**src/rtl/div_rem_seq_pkg.sv**
```systemverilog
// Shared types and sizing helpers for the iterative RV32M divider.
package div_pkg;

    typedef enum logic [1:0] {IDLE, CALC, DONE} div_state_t;
    typedef enum logic [1:0] {DIV = 2'b00, DIVU = 2'b01, REM = 2'b10, REMU = 2'b11} div_op_t;

    function automatic int cnt_w(input int dw);
        return $clog2(dw) + 1;
    endfunction

    localparam int DIV_WIDTH = 32;
    localparam int DIV_CNT_W = cnt_w(DIV_WIDTH);

endpackage

```
**src/rtl/div_rem_seq_if.sv**
```systemverilog
// Start/busy/done handshake and operand/result bundle between execute stage and divider.
interface div_rem_seq_if #(
    parameter int DATA_WIDTH = 32
);
    logic                  start;
    logic                  kill;
    logic [1:0]            op;
    logic [DATA_WIDTH-1:0] operand_1;
    logic [DATA_WIDTH-1:0] operand_2;
    logic                  ready;
    logic                  busy;
    logic                  done;
    logic [DATA_WIDTH-1:0] result;

    modport master (
        output start, kill, op, operand_1, operand_2,
        input  ready, busy, done, result
    );

    modport slave (
        input  start, kill, op, operand_1, operand_2,
        output ready, busy, done, result
    );
endinterface

```
**src/rtl/div_rem_seq_step.sv**
```systemverilog
// One restoring division iteration: shift {rem,quo} left and subtract the divisor if it fits.
module div_step #(
    parameter int DATA_WIDTH = 32
) (
    input  logic [DATA_WIDTH-1:0] rem_i,
    input  logic [DATA_WIDTH-1:0] quo_i,
    input  logic [DATA_WIDTH-1:0] divisor_i,
    output logic [DATA_WIDTH-1:0] rem_o,
    output logic [DATA_WIDTH-1:0] quo_o
);
    logic [DATA_WIDTH:0] rem_shifted;
    logic [DATA_WIDTH:0] trial;

    assign rem_shifted = {rem_i, quo_i[DATA_WIDTH-1]};
    assign trial       = rem_shifted - {1'b0, divisor_i};

    always_comb begin
        rem_o = rem_shifted[DATA_WIDTH-1:0];
        quo_o = {quo_i[DATA_WIDTH-2:0], 1'b0};
        if (!trial[DATA_WIDTH]) begin
            rem_o = trial[DATA_WIDTH-1:0];
            quo_o = {quo_i[DATA_WIDTH-2:0], 1'b1};
        end
    end
endmodule

```
**src/rtl/div_rem_seq.sv**
```systemverilog
// Iterative radix-2 restoring DIV/DIVU/REM/REMU unit with start/busy/done handshake.
// Define DIV_SPECIAL_FAST_EN to resolve divide-by-zero and signed overflow in one cycle.
module div_rem_seq
    import div_pkg::*;
#(
    parameter int DATA_WIDTH = 32,
    parameter int END_IDX    = DATA_WIDTH - 1
) (
    input logic         clk,
    input logic         reset,
    div_rem_seq_if.slave bus
);
    localparam int CNT_W = cnt_w(DATA_WIDTH);

    div_state_t            state_q, state_d;
    div_op_t               op_q;
    logic [CNT_W-1:0]      cnt_q;
    logic [END_IDX:0]      rem_q, quo_q, dvs_q, result_q;
    logic                  neg_quo_q, neg_rem_q, div_zero_q;

    logic                  accept, signed_op, op1_neg, op2_neg;
    logic                  in_zero, in_ovf, fast_special, final_step;
    logic [END_IDX:0]      op1_abs, op2_abs, special_res;
    logic [END_IDX:0]      step_rem, step_quo, quo_fix, rem_fix, final_res;

    assign accept    = (state_q == IDLE) && bus.start && !bus.kill;
    assign signed_op = !bus.op[0];
    assign op1_neg   = signed_op && bus.operand_1[END_IDX];
    assign op2_neg   = signed_op && bus.operand_2[END_IDX];
    assign op1_abs   = op1_neg ? -bus.operand_1 : bus.operand_1;
    assign op2_abs   = op2_neg ? -bus.operand_2 : bus.operand_2;
    assign in_zero   = (bus.operand_2 == '0);
    assign in_ovf    = signed_op && (bus.operand_1 == {1'b1, {END_IDX{1'b0}}}) && (&bus.operand_2);

`ifdef DIV_SPECIAL_FAST_EN
    assign fast_special = in_zero || in_ovf;
`else
    assign fast_special = 1'b0;
`endif

    always_comb begin
        if (in_zero) special_res = bus.op[1] ? bus.operand_1 : '1;
        else         special_res = bus.op[1] ? '0 : bus.operand_1;
    end

    div_step #(.DATA_WIDTH(DATA_WIDTH)) u_step (
        .rem_i     (rem_q),
        .quo_i     (quo_q),
        .divisor_i (dvs_q),
        .rem_o     (step_rem),
        .quo_o     (step_quo)
    );

    // Signed overflow falls out of the normal fix-up; only divide-by-zero needs a forced quotient.
    assign quo_fix    = div_zero_q ? '1 : (neg_quo_q ? -step_quo : step_quo);
    assign rem_fix    = neg_rem_q ? -step_rem : step_rem;
    assign final_res  = ((op_q == REM) || (op_q == REMU)) ? rem_fix : quo_fix;
    assign final_step = (state_q == CALC) && !bus.kill && (cnt_q == CNT_W'(1));

    always_ff @(posedge clk) begin
        if (reset) state_q <= IDLE;
        else       state_q <= state_d;
    end

    always_comb begin
        state_d = state_q;
        case (state_q)
            IDLE:    if (accept) state_d = fast_special ? DONE : CALC;
            CALC:    if (bus.kill) state_d = IDLE;
                     else if (cnt_q == CNT_W'(1)) state_d = DONE;
            DONE:    state_d = IDLE;
            default: state_d = IDLE;
        endcase
    end

    // done is masked by kill in the DONE cycle so a flushed instruction never retires.
    always_comb begin
        bus.ready  = (state_q == IDLE);
        bus.busy   = (state_q != IDLE);
        bus.done   = (state_q == DONE) && !bus.kill;
        bus.result = result_q;
    end

    always_ff @(posedge clk) begin
        if (reset) begin
            op_q       <= DIV;
            cnt_q      <= '0;
            rem_q      <= '0;
            quo_q      <= '0;
            dvs_q      <= '0;
            result_q   <= '0;
            neg_quo_q  <= 1'b0;
            neg_rem_q  <= 1'b0;
            div_zero_q <= 1'b0;
        end else if (accept) begin
            op_q       <= div_op_t'(bus.op);
            neg_quo_q  <= op1_neg ^ op2_neg;
            neg_rem_q  <= op1_neg;
            div_zero_q <= in_zero;
            quo_q      <= op1_abs;
            dvs_q      <= op2_abs;
            rem_q      <= '0;
            cnt_q      <= fast_special ? '0 : CNT_W'(DATA_WIDTH);
            if (fast_special) result_q <= special_res;
        end else if (state_q == CALC) begin
            if (bus.kill) begin
                cnt_q <= '0;
            end else begin
                rem_q <= step_rem;
                quo_q <= step_quo;
                cnt_q <= cnt_q - CNT_W'(1);
                if (final_step) result_q <= final_res;
            end
        end
    end
endmodule
```
**src/flat_wrapper.sv**
```systemverilog
// flat-port wrapper written by rule: the top's interface ports become plain ports
module div_rem_seq_flat import div_pkg::*;
#(
    parameter int DATA_WIDTH = 32,
    parameter int END_IDX    = DATA_WIDTH - 1
)
  (clk, reset, bus_start, bus_kill, bus_op, bus_operand_1, bus_operand_2, bus_ready, bus_busy, bus_done, bus_result);
  div_rem_seq_if #(.DATA_WIDTH(DATA_WIDTH)) bus_i ();
  input logic clk;
  input logic reset;
  input wire logic [$bits(bus_i.start)-1:0] bus_start;
  input wire logic [$bits(bus_i.kill)-1:0] bus_kill;
  input wire logic [$bits(bus_i.op)-1:0] bus_op;
  input wire logic [$bits(bus_i.operand_1)-1:0] bus_operand_1;
  input wire logic [$bits(bus_i.operand_2)-1:0] bus_operand_2;
  output wire logic [$bits(bus_i.ready)-1:0] bus_ready;
  output wire logic [$bits(bus_i.busy)-1:0] bus_busy;
  output wire logic [$bits(bus_i.done)-1:0] bus_done;
  output wire logic [$bits(bus_i.result)-1:0] bus_result;
  assign bus_i.start = bus_start;
  assign bus_i.kill = bus_kill;
  assign bus_i.op = bus_op;
  assign bus_i.operand_1 = bus_operand_1;
  assign bus_i.operand_2 = bus_operand_2;
  assign bus_ready = bus_i.ready;
  assign bus_busy = bus_i.busy;
  assign bus_done = bus_i.done;
  assign bus_result = bus_i.result;
  div_rem_seq #(.DATA_WIDTH(DATA_WIDTH), .END_IDX(END_IDX)) u_core (.clk(clk), .reset(reset), .bus(bus_i));
endmodule
```
**config.mk**
```make
export PLATFORM = sky130hd
export DESIGN_NAME = div_rem_seq_flat
export DESIGN_NICKNAME = d
export VERILOG_FILES = /design/src/rtl/div_rem_seq_pkg.sv /design/src/rtl/div_rem_seq_if.sv /design/src/rtl/div_rem_seq_step.sv /design/src/rtl/div_rem_seq.sv /design/src/flat_wrapper.sv
export SDC_FILE = /design/constraint.sdc
export NUM_CORES = 1
export LEC_CHECK = 0
export ABC_AREA = 1
export ABC_CLOCK_PERIOD_IN_PS = 3960
export CORE_MARGIN = 1.5
export CORE_UTILIZATION = 60
export DETAILED_ROUTE_END_ITERATION = 12
export PLACE_DENSITY = 0.93
export SYNTH_ARGS = -nofsm -noshare
export SYNTH_HDL_FRONTEND = slang
export SYNTH_HIERARCHICAL = 1
export SYNTH_SLANG_ARGS = --single-unit
```
**constraint.sdc**
```tcl
create_clock -name clk -period 3.96 [get_ports clk]
set_clock_uncertainty 0.05 [all_clocks]
set_input_delay 0.792 -clock clk [delete_from_list [all_inputs] [get_ports clk]]
set_output_delay 0.792 -clock clk [all_outputs]
set_load 0.05 [all_outputs]
```
==> flow_metrics.env, run 1 <==
export IMPL_syn_nets=2384
export IMPL_maxCapViolations=0
export IMPL_clock_sinks=140
export IMPL_cts_tree="built"
export IMPL_crit_type="flip-flop to flip-flop"
export IMPL_syn_area_um2=13090
export IMPL_synth_edf_count=0
export IMPL_power_mw=4.394
export IMPL_seq_area_frac_synth=0.2141
export IMPL_ys_flop_type="dfxtp_1"
export IMPL_wire_per_inst_um=16.17
export IMPL_slew_viol_final=0
export IMPL_arrival_ps=3960
export IMPL_dieWidth_um=150.7
export IMPL_yosys_register_bits=140
export IMPL_nNetsFinal=2417
export IMPL_dp_cells=2562
export IMPL_fin_cells=2596
export IMPL_hold_depth=2
export IMPL_num_io_pins=105
export IMPL_first_global_vias=13569
export IMPL_synth_async_reset_ratio=0
export IMPL_slew_headroom=0.2955
export IMPL_max_freq_mhz=272.0
export IMPL_grt_max_degree=66
export IMPL_area_growth_syn_to_layout_pct=11.39
export IMPL_critPathMaxFanout=17
export IMPL_place_congestion=0.9971
export IMPL_peakVddDrop_v=0.0003124
export IMPL_antenna_found_initial=0
export IMPL_timing_final_hold_violations=0
export IMPL_tightest_slew_ps=1055
export IMPL_htree_levels=4
export IMPL_overflow=0
export IMPL_layout_commonest_cell="nand2_1"
export IMPL_vias_per_cell=5.843
export IMPL_finalCriticalPeriod_ps=3676
export IMPL_r2r_end="u_core/bus.result[24]$_SDFFE_PP0P_"
export IMPL_postCtsSetupRepairBufs=0
export IMPL_drt_pass1_iter_count=6
export IMPL_setup_viol=0
export IMPL_final_util=0.6870
export IMPL_r2r_start="u_core/quo_q[31]$_SDFFE_PP0P_"
export IMPL_worstHoldStart="u_core/dvs_q[0]$_SDFFE_PP0P_"
export IMPL_leakage_nw=7.147
export IMPL_rrSetupSlack_ps=280
export IMPL_hold_path_class="flip-flop to flip-flop"
export IMPL_syn_area_per_cell_um2=5.753
export IMPL_p_per_area_nw_per_um2=301.4
export IMPL_layout_drive_gt1_share=0.06678
export IMPL_whs_endpoint="u_core/dvs_q[0]$_SDFFE_PP0P_"
export IMPL_fin_crit_sh=0.9283
export IMPL_drt_iter0_drc=1715
export IMPL_clk_path_buf_depth=2
export IMPL_end_kind="flip-flop"
export IMPL_core_um2=21220
export IMPL_cts_root_buffer="clkbuf_16"
export IMPL_grt_usage=0.3692
export IMPL_synthCells=2275
export IMPL_dieArea_um2=22710
export IMPL_num_vias=15169
export IMPL_die_height_um=150.7
export IMPL_critPathRequiredTime_ps=4240
export IMPL_antenna_left=0
export IMPL_diodes=0
export IMPL_synth_cell_types=53
export IMPL_rows=53
export IMPL_reg2reg_depth=27
export IMPL_ys_warn_count=6
export IMPL_cts_hold_buf=0
export IMPL_portBuffers=104
export IMPL_hpwl_um=31900
export IMPL_start_kind="flip-flop"
export IMPL_cts_buffers_inserted=17
export IMPL_final_cell_mix="nand2_1, inv_1, nor2_1"
export IMPL_clk_pin_slew_ps=60
export IMPL_grt_pass1_wl_um=66370
export IMPL_wirelength_um=41970
export IMPL_start_util=0.6168
export IMPL_route_detailed_drc=0
export IMPL_status="completed"
export IMPL_clk_latency_ps=430
## final cells by class
type / instances / area, um^2
Clock buffer: 20 / 446.7
Clock inverter: 12 / 137.6
Fill cell: 1927 / 6641
Inverter: 317 / 1192
Multi-Input combinational cell: 1716 / 8524
Sequential cell: 140 / 2803
Tap cell: 275 / 344.1
Timing Repair Buffer: 116 / 1131
## synth_stat cells (2+ instances only)
cell | instances | area (um^2)
nand2_1 | 755 | 2834
inv_1 | 297 | 1115
nor2_1 | 206 | 773.2
nand3_1 | 163 | 815.8
dfxtp_1 | 140 | 2803
a21oi_1 | 135 | 675.7
o21ai_0 | 117 | 585.6
xor2_1 | 49 | 429.2
buf_4 | 39 | 292.8
ha_1 | 38 | 475.5
nand4_1 | 34 | 212.7
o21ai_1 | 27 | 135.1
buf_2 | 26 | 130.1
clkbuf_1 | 25 | 93.84
nand2_2 | 24 | 150.1
a21oi_2 | 21 | 183.9
nor3_1 | 21 | 105.1
inv_2 | 16 | 60.06
nor2_2 | 13 | 81.33
nor2_4 | 12 | 135.1
buf_6 | 11 | 123.9
o211ai_1 | 11 | 82.58
xnor2_1 | 11 | 96.34
a31oi_1 | 10 | 62.56
nand3b_1 | 10 | 75.07
o21bai_1 | 9 | 67.56
o31ai_1 | 6 | 45.04
and2_1 | 4 | 25.02
nand2_4 | 4 | 45.04
nand3_2 | 4 | 40.04
buf_1 | 3 | 11.26
clkinv_1 | 3 | 11.26
o22ai_1 | 3 | 18.77
or2_1 | 3 | 18.77
a31oi_2 | 2 | 25.02
nand3_4 | 2 | 35.03
nor4_1 | 2 | 12.51
o21ai_4 | 2 | 32.53
o221ai_1 | 2 | 17.52
or2_2 | 2 | 12.51
## cells by family after synthesis
| logic type | Yosys count | share of synthesized area |
|---|---|---|
| compound gates | 353 | 0.1530 |
| xor+xnor | 60 | 0.04015 |
| fa+ha+maj | 39 | 0.03786 |
| buf+inv | 421 | 0.1409 |
| flops | 140 | 0.2141 |
| simple gates | 1262 | 0.4139 |
## power breakdown
group	total (mW)	switching [mW]	internal, mW
logic	1.25	0.847	0.405
clock network	1.62	0.668	0.949
registers	1.52	0.0600	1.46
## registers in the layout, summed over array words and instances (netlist names)
register and flops:
u_core/div_zero_q 1, u_core/dvs_q 32, u_core/op_q 1, u_core/neg_rem_q 1
u_core/cnt_q 6, u_core/state_q 2, u_core/neg_quo_q 1, u_core/quo_q 32
u_core/rem_q 32, u_core/bus.result 32
## worst max-delay path by stage
stage / endpoint / start / cells after the start / slack (ps)
after floorplan: u_core/bus.result[26]$_SDFFE_PP0P_ / u_core/quo_q[31]$_SDFFE_PP0P_ / 27 / 760
after global placement: u_core/bus.result[26]$_SDFFE_PP0P_ / u_core/quo_q[31]$_SDFFE_PP0P_ / 26 / 430
after detailed placement: u_core/bus.result[16]$_SDFFE_PP0P_ / u_core/quo_q[31]$_SDFFE_PP0P_ / 26 / 330
after CTS: u_core/bus.result[26]$_SDFFE_PP0P_ / u_core/quo_q[31]$_SDFFE_PP0P_ / 26 / 260
after global routing: u_core/bus.result[30]$_SDFFE_PP0P_ / u_core/dvs_q[21]$_SDFFE_PP0P_ / 25 / -10
final: u_core/bus.result[24]$_SDFFE_PP0P_ / u_core/quo_q[31]$_SDFFE_PP0P_ / 27 / 280
## critical path, cell delays in order, from the launching register on
cell	delay [ps]
dfxtp_1	340
inv_1	50
ha_1	220
fa_1	430
inv_2	100
nand2_1	50
nand2_1	90
nand3_1	80
nand2_2	120
nand2_1	80
nand2_2	80
nand2_2	110
nand3_4	130
nand2_8	120
nand2_1	90
nand2_1	180
nor2_1	200
nand2_1	110
nor2_1	210
nand3_1	110
nand2_1	80
nand2_1	50
nand2_1	50
o21ai_0	100
nand2_1	90
nand3_1	90
nand2_1	90
inv_1	40
## stage by stage
| stage | setup slack (ps) | TNS (ps) | cell area [um^2] | hold slack (ps) |
|---|---|---|---|---|
| floorplan | 760.6 | 0 | 13090 | 378.3 |
| global placement | 430.4 | 0 | 13910 | 397.5 |
| detailed placement | 329.8 | 0 | 13910 | 402.0 |
| CTS | 256.1 | 0 | 14500 | 418.6 |
| global route | -13.72 | -13.72 | 14580 | 455.7 |
| finish | 284.0 | 0 | 14580 | 416.0 |
## metal layers
layer | vias to the layer above | wire length [um] | track usage
li1 | 7269 | - | -
met1 | 6855 | 17270 | 0.4937
met2 | 913 | 18460 | 0.5878
met3 | 132 | 4688 | 0.06212
met4 | 0 | 1547 | 0.1539
met5 | - | 0 | 0
## repair_timing
| action | in CTS | in global routing |
|---|---|---|
| endpoints found under the hold margin | 0 | 0 |
| endpoints found under the setup margin | 0 | 16 |
| resized for setup | 0 | 10 |
No activity file was read; power rests on OpenSTA's default activity.
==> inputs of run 2 (changes only) <==
Settings changed: CORE_ASPECT_RATIO set to 1.4.
==> flow_metrics.env, run 2 (synthesized netlist as in run 1, its figures left out) <==
export IMPL_status="completed"
export IMPL_crit_buf_inv=3
export IMPL_area_growth_syn_to_layout_pct=11.55
export IMPL_portBuffers=104
export IMPL_antenna_found_initial=0
export IMPL_final_util=0.6860
export IMPL_clk_pin_slew_ps=60
export IMPL_slew_headroom=0.4411
export IMPL_rows=63
export IMPL_slew_viol_final=0
export IMPL_vias_per_cell=5.729
export IMPL_num_io_pins=105
export IMPL_critical_path_max_stage_delay_ps=370
export IMPL_dieWidth_um=127.8
export IMPL_fin_crit_sh=0.9355
export IMPL_worstPathCellList="inv_1, ha_1, nand2_1, nor2_1, nand2_1, inv_1, a21oi_2, nand2_2, nand2_2, nand2_8, nand2_1, nand2_1, inv_1, ha_1, nand3_2, nor2_4, nand2_2, o21ai_4, nand3_1, nand2_1, nand3_1, nand2_1, a21oi_1"
export IMPL_rsz0062_at_grt="false"
export IMPL_htree_levels=4
export IMPL_critical_path_most_common_cell="nand2_1"
export IMPL_first_global_vias=14149
export IMPL_arrival_ps=3950
export IMPL_critPathRequiredTime_ps=4210
export IMPL_end_kind="flip-flop"
export IMPL_nNetsFinal=2419
export IMPL_start_util=0.6150
export IMPL_dieArea_um2=22720
export IMPL_cts_hold_buf=0
export IMPL_grt_pass1_wl_um=70940
export IMPL_route_detailed_drc=0
export IMPL_maxCapViolations=0
export IMPL_clock_sinks=140
export IMPL_crit_type="flip-flop to flip-flop"
export IMPL_overflow=0
export IMPL_tightest_slew_ps=837.2
export IMPL_num_vias=14793
export IMPL_die_height_um=177.8
export IMPL_final_cell_mix="nand2_1, inv_1, nor2_1"
export IMPL_tns_ps=0
export IMPL_peakVddDrop_v=0.0003028
export IMPL_antenna_left=0
export IMPL_wire_per_inst_um=17.56
export IMPL_wirelength_um=45350
export IMPL_clk_path_buf_depth=2
export IMPL_critical_path_top_delay_family="simple AND/OR/NAND/NOR gates"
export IMPL_grt_usage=0.4017
export IMPL_cts_buffers_inserted=17
export IMPL_cts_tree="built"
export IMPL_finalCriticalPeriod_ps=3705
export IMPL_critPathMaxFanout=17
export IMPL_clk_latency_ps=430
export IMPL_leakage_nw=7.175
export IMPL_start_kind="flip-flop"
export IMPL_max_freq_mhz=269.9
export IMPL_p_per_area_nw_per_um2=307.2
export IMPL_diodes=0
export IMPL_place_congestion=0.9896
export IMPL_drt_pass1_iter_count=6
export IMPL_postCtsSetupRepairBufs=0
export IMPL_crit_slowest_cell="ha_1"
export IMPL_cts_root_buffer="clkbuf_16"
export IMPL_drt_iter0_drc=1268
export IMPL_hold_path_class="flip-flop to flip-flop"
export IMPL_hpwl_um=35860
export IMPL_core_um2=21280
export IMPL_grt_max_degree=43
export IMPL_whs_ps=415.0
export IMPL_setup_viol=0
export IMPL_layout_drive_gt1_share=0.06675
export IMPL_timing_final_hold_violations=0
export IMPL_layout_commonest_cell="nand2_1"
[run 2: cell count changes in the layout (fill, tap and decap cells not counted), sizes merged]
cell,before,now
inv,316,315
buf,12,14
clkbuf,20,21
clkinv,9,7
bufinv,2,4
clkinvlp,2,1
[run 2: area by class of cell]
cell class	count	area, um^2
Inverter	317	1192
Sequential cell	140	2803
Clock buffer	21	460.4
Fill cell	2001	6683
Clock inverter	10	163.9
Timing Repair Buffer	118	1146
Multi-Input combinational cell	1716	8509
Tap cell	260	325.3
[run 2: path summary, 6_finish.rpt]
check / from / end / slack, ps / depth (start not counted)
worst max-delay path: u_core/dvs_q[29]$_SDFFE_PP0P_ / u_core/bus.result[20]$_SDFFE_PP0P_ / 260 / 23
worst min-delay path: u_core/dvs_q[13]$_SDFFE_PP0P_ / u_core/dvs_q[13]$_SDFFE_PP0P_ / 420 / 2
worst max register to register: u_core/dvs_q[29]$_SDFFE_PP0P_ / u_core/bus.result[20]$_SDFFE_PP0P_ / 260 / 23
worst min register to register: u_core/dvs_q[13]$_SDFFE_PP0P_ / u_core/dvs_q[13]$_SDFFE_PP0P_ / 420 / 2
[run 2: layer usage]
layer	global-route usage	vias up	part of all wire
met4	0.3109	0	0.085
met1	0.4198	6699	0.36
li1	-	7261	-
met5	0	-	0
met3	0.05125	170	0.058
met2	0.7236	663	0.50
[run 2: report_power, final]
part / internal [mW] / switching [mW]
logic: 0.405 / 0.857
registers: 1.46 / 0.0583
clock network: 1.09 / 0.616
total: 2.95 / 1.53
[run 2: stage by stage]
stage	worst slack [ps]	power (mW)	instances	cell area [um^2]
floorplan	760.6	2.419	2275	13090
finish	255.3	4.486	2582	14600
detailed placement	260.3	2.766	2549	13910
global route	20.61	4.690	2582	14600
CTS	182.1	4.461	2580	14530
global placement	388.7	2.756	2549	13910
[run 2: timing repair]
action,CTS,global route
endpoints found under the hold margin,0,0
endpoints found under the setup margin,0,15
gates resized for setup,0,7
[run 2: worst reg2reg max path: stages, from the launching register on]
cell	delay (ps)
dfxtp_1	310
inv_1	230
ha_1	370
nand2_1	140
nor2_1	80
nand2_1	100
inv_1	60
a21oi_2	320
nand2_2	120
nand2_2	170
nand2_8	120
nand2_1	90
nand2_1	80
inv_1	100
ha_1	190
nand3_2	150
nor2_4	140
nand2_2	120
o21ai_4	230
nand3_1	110
nand2_1	70
nand3_1	60
nand2_1	70
a21oi_1	70
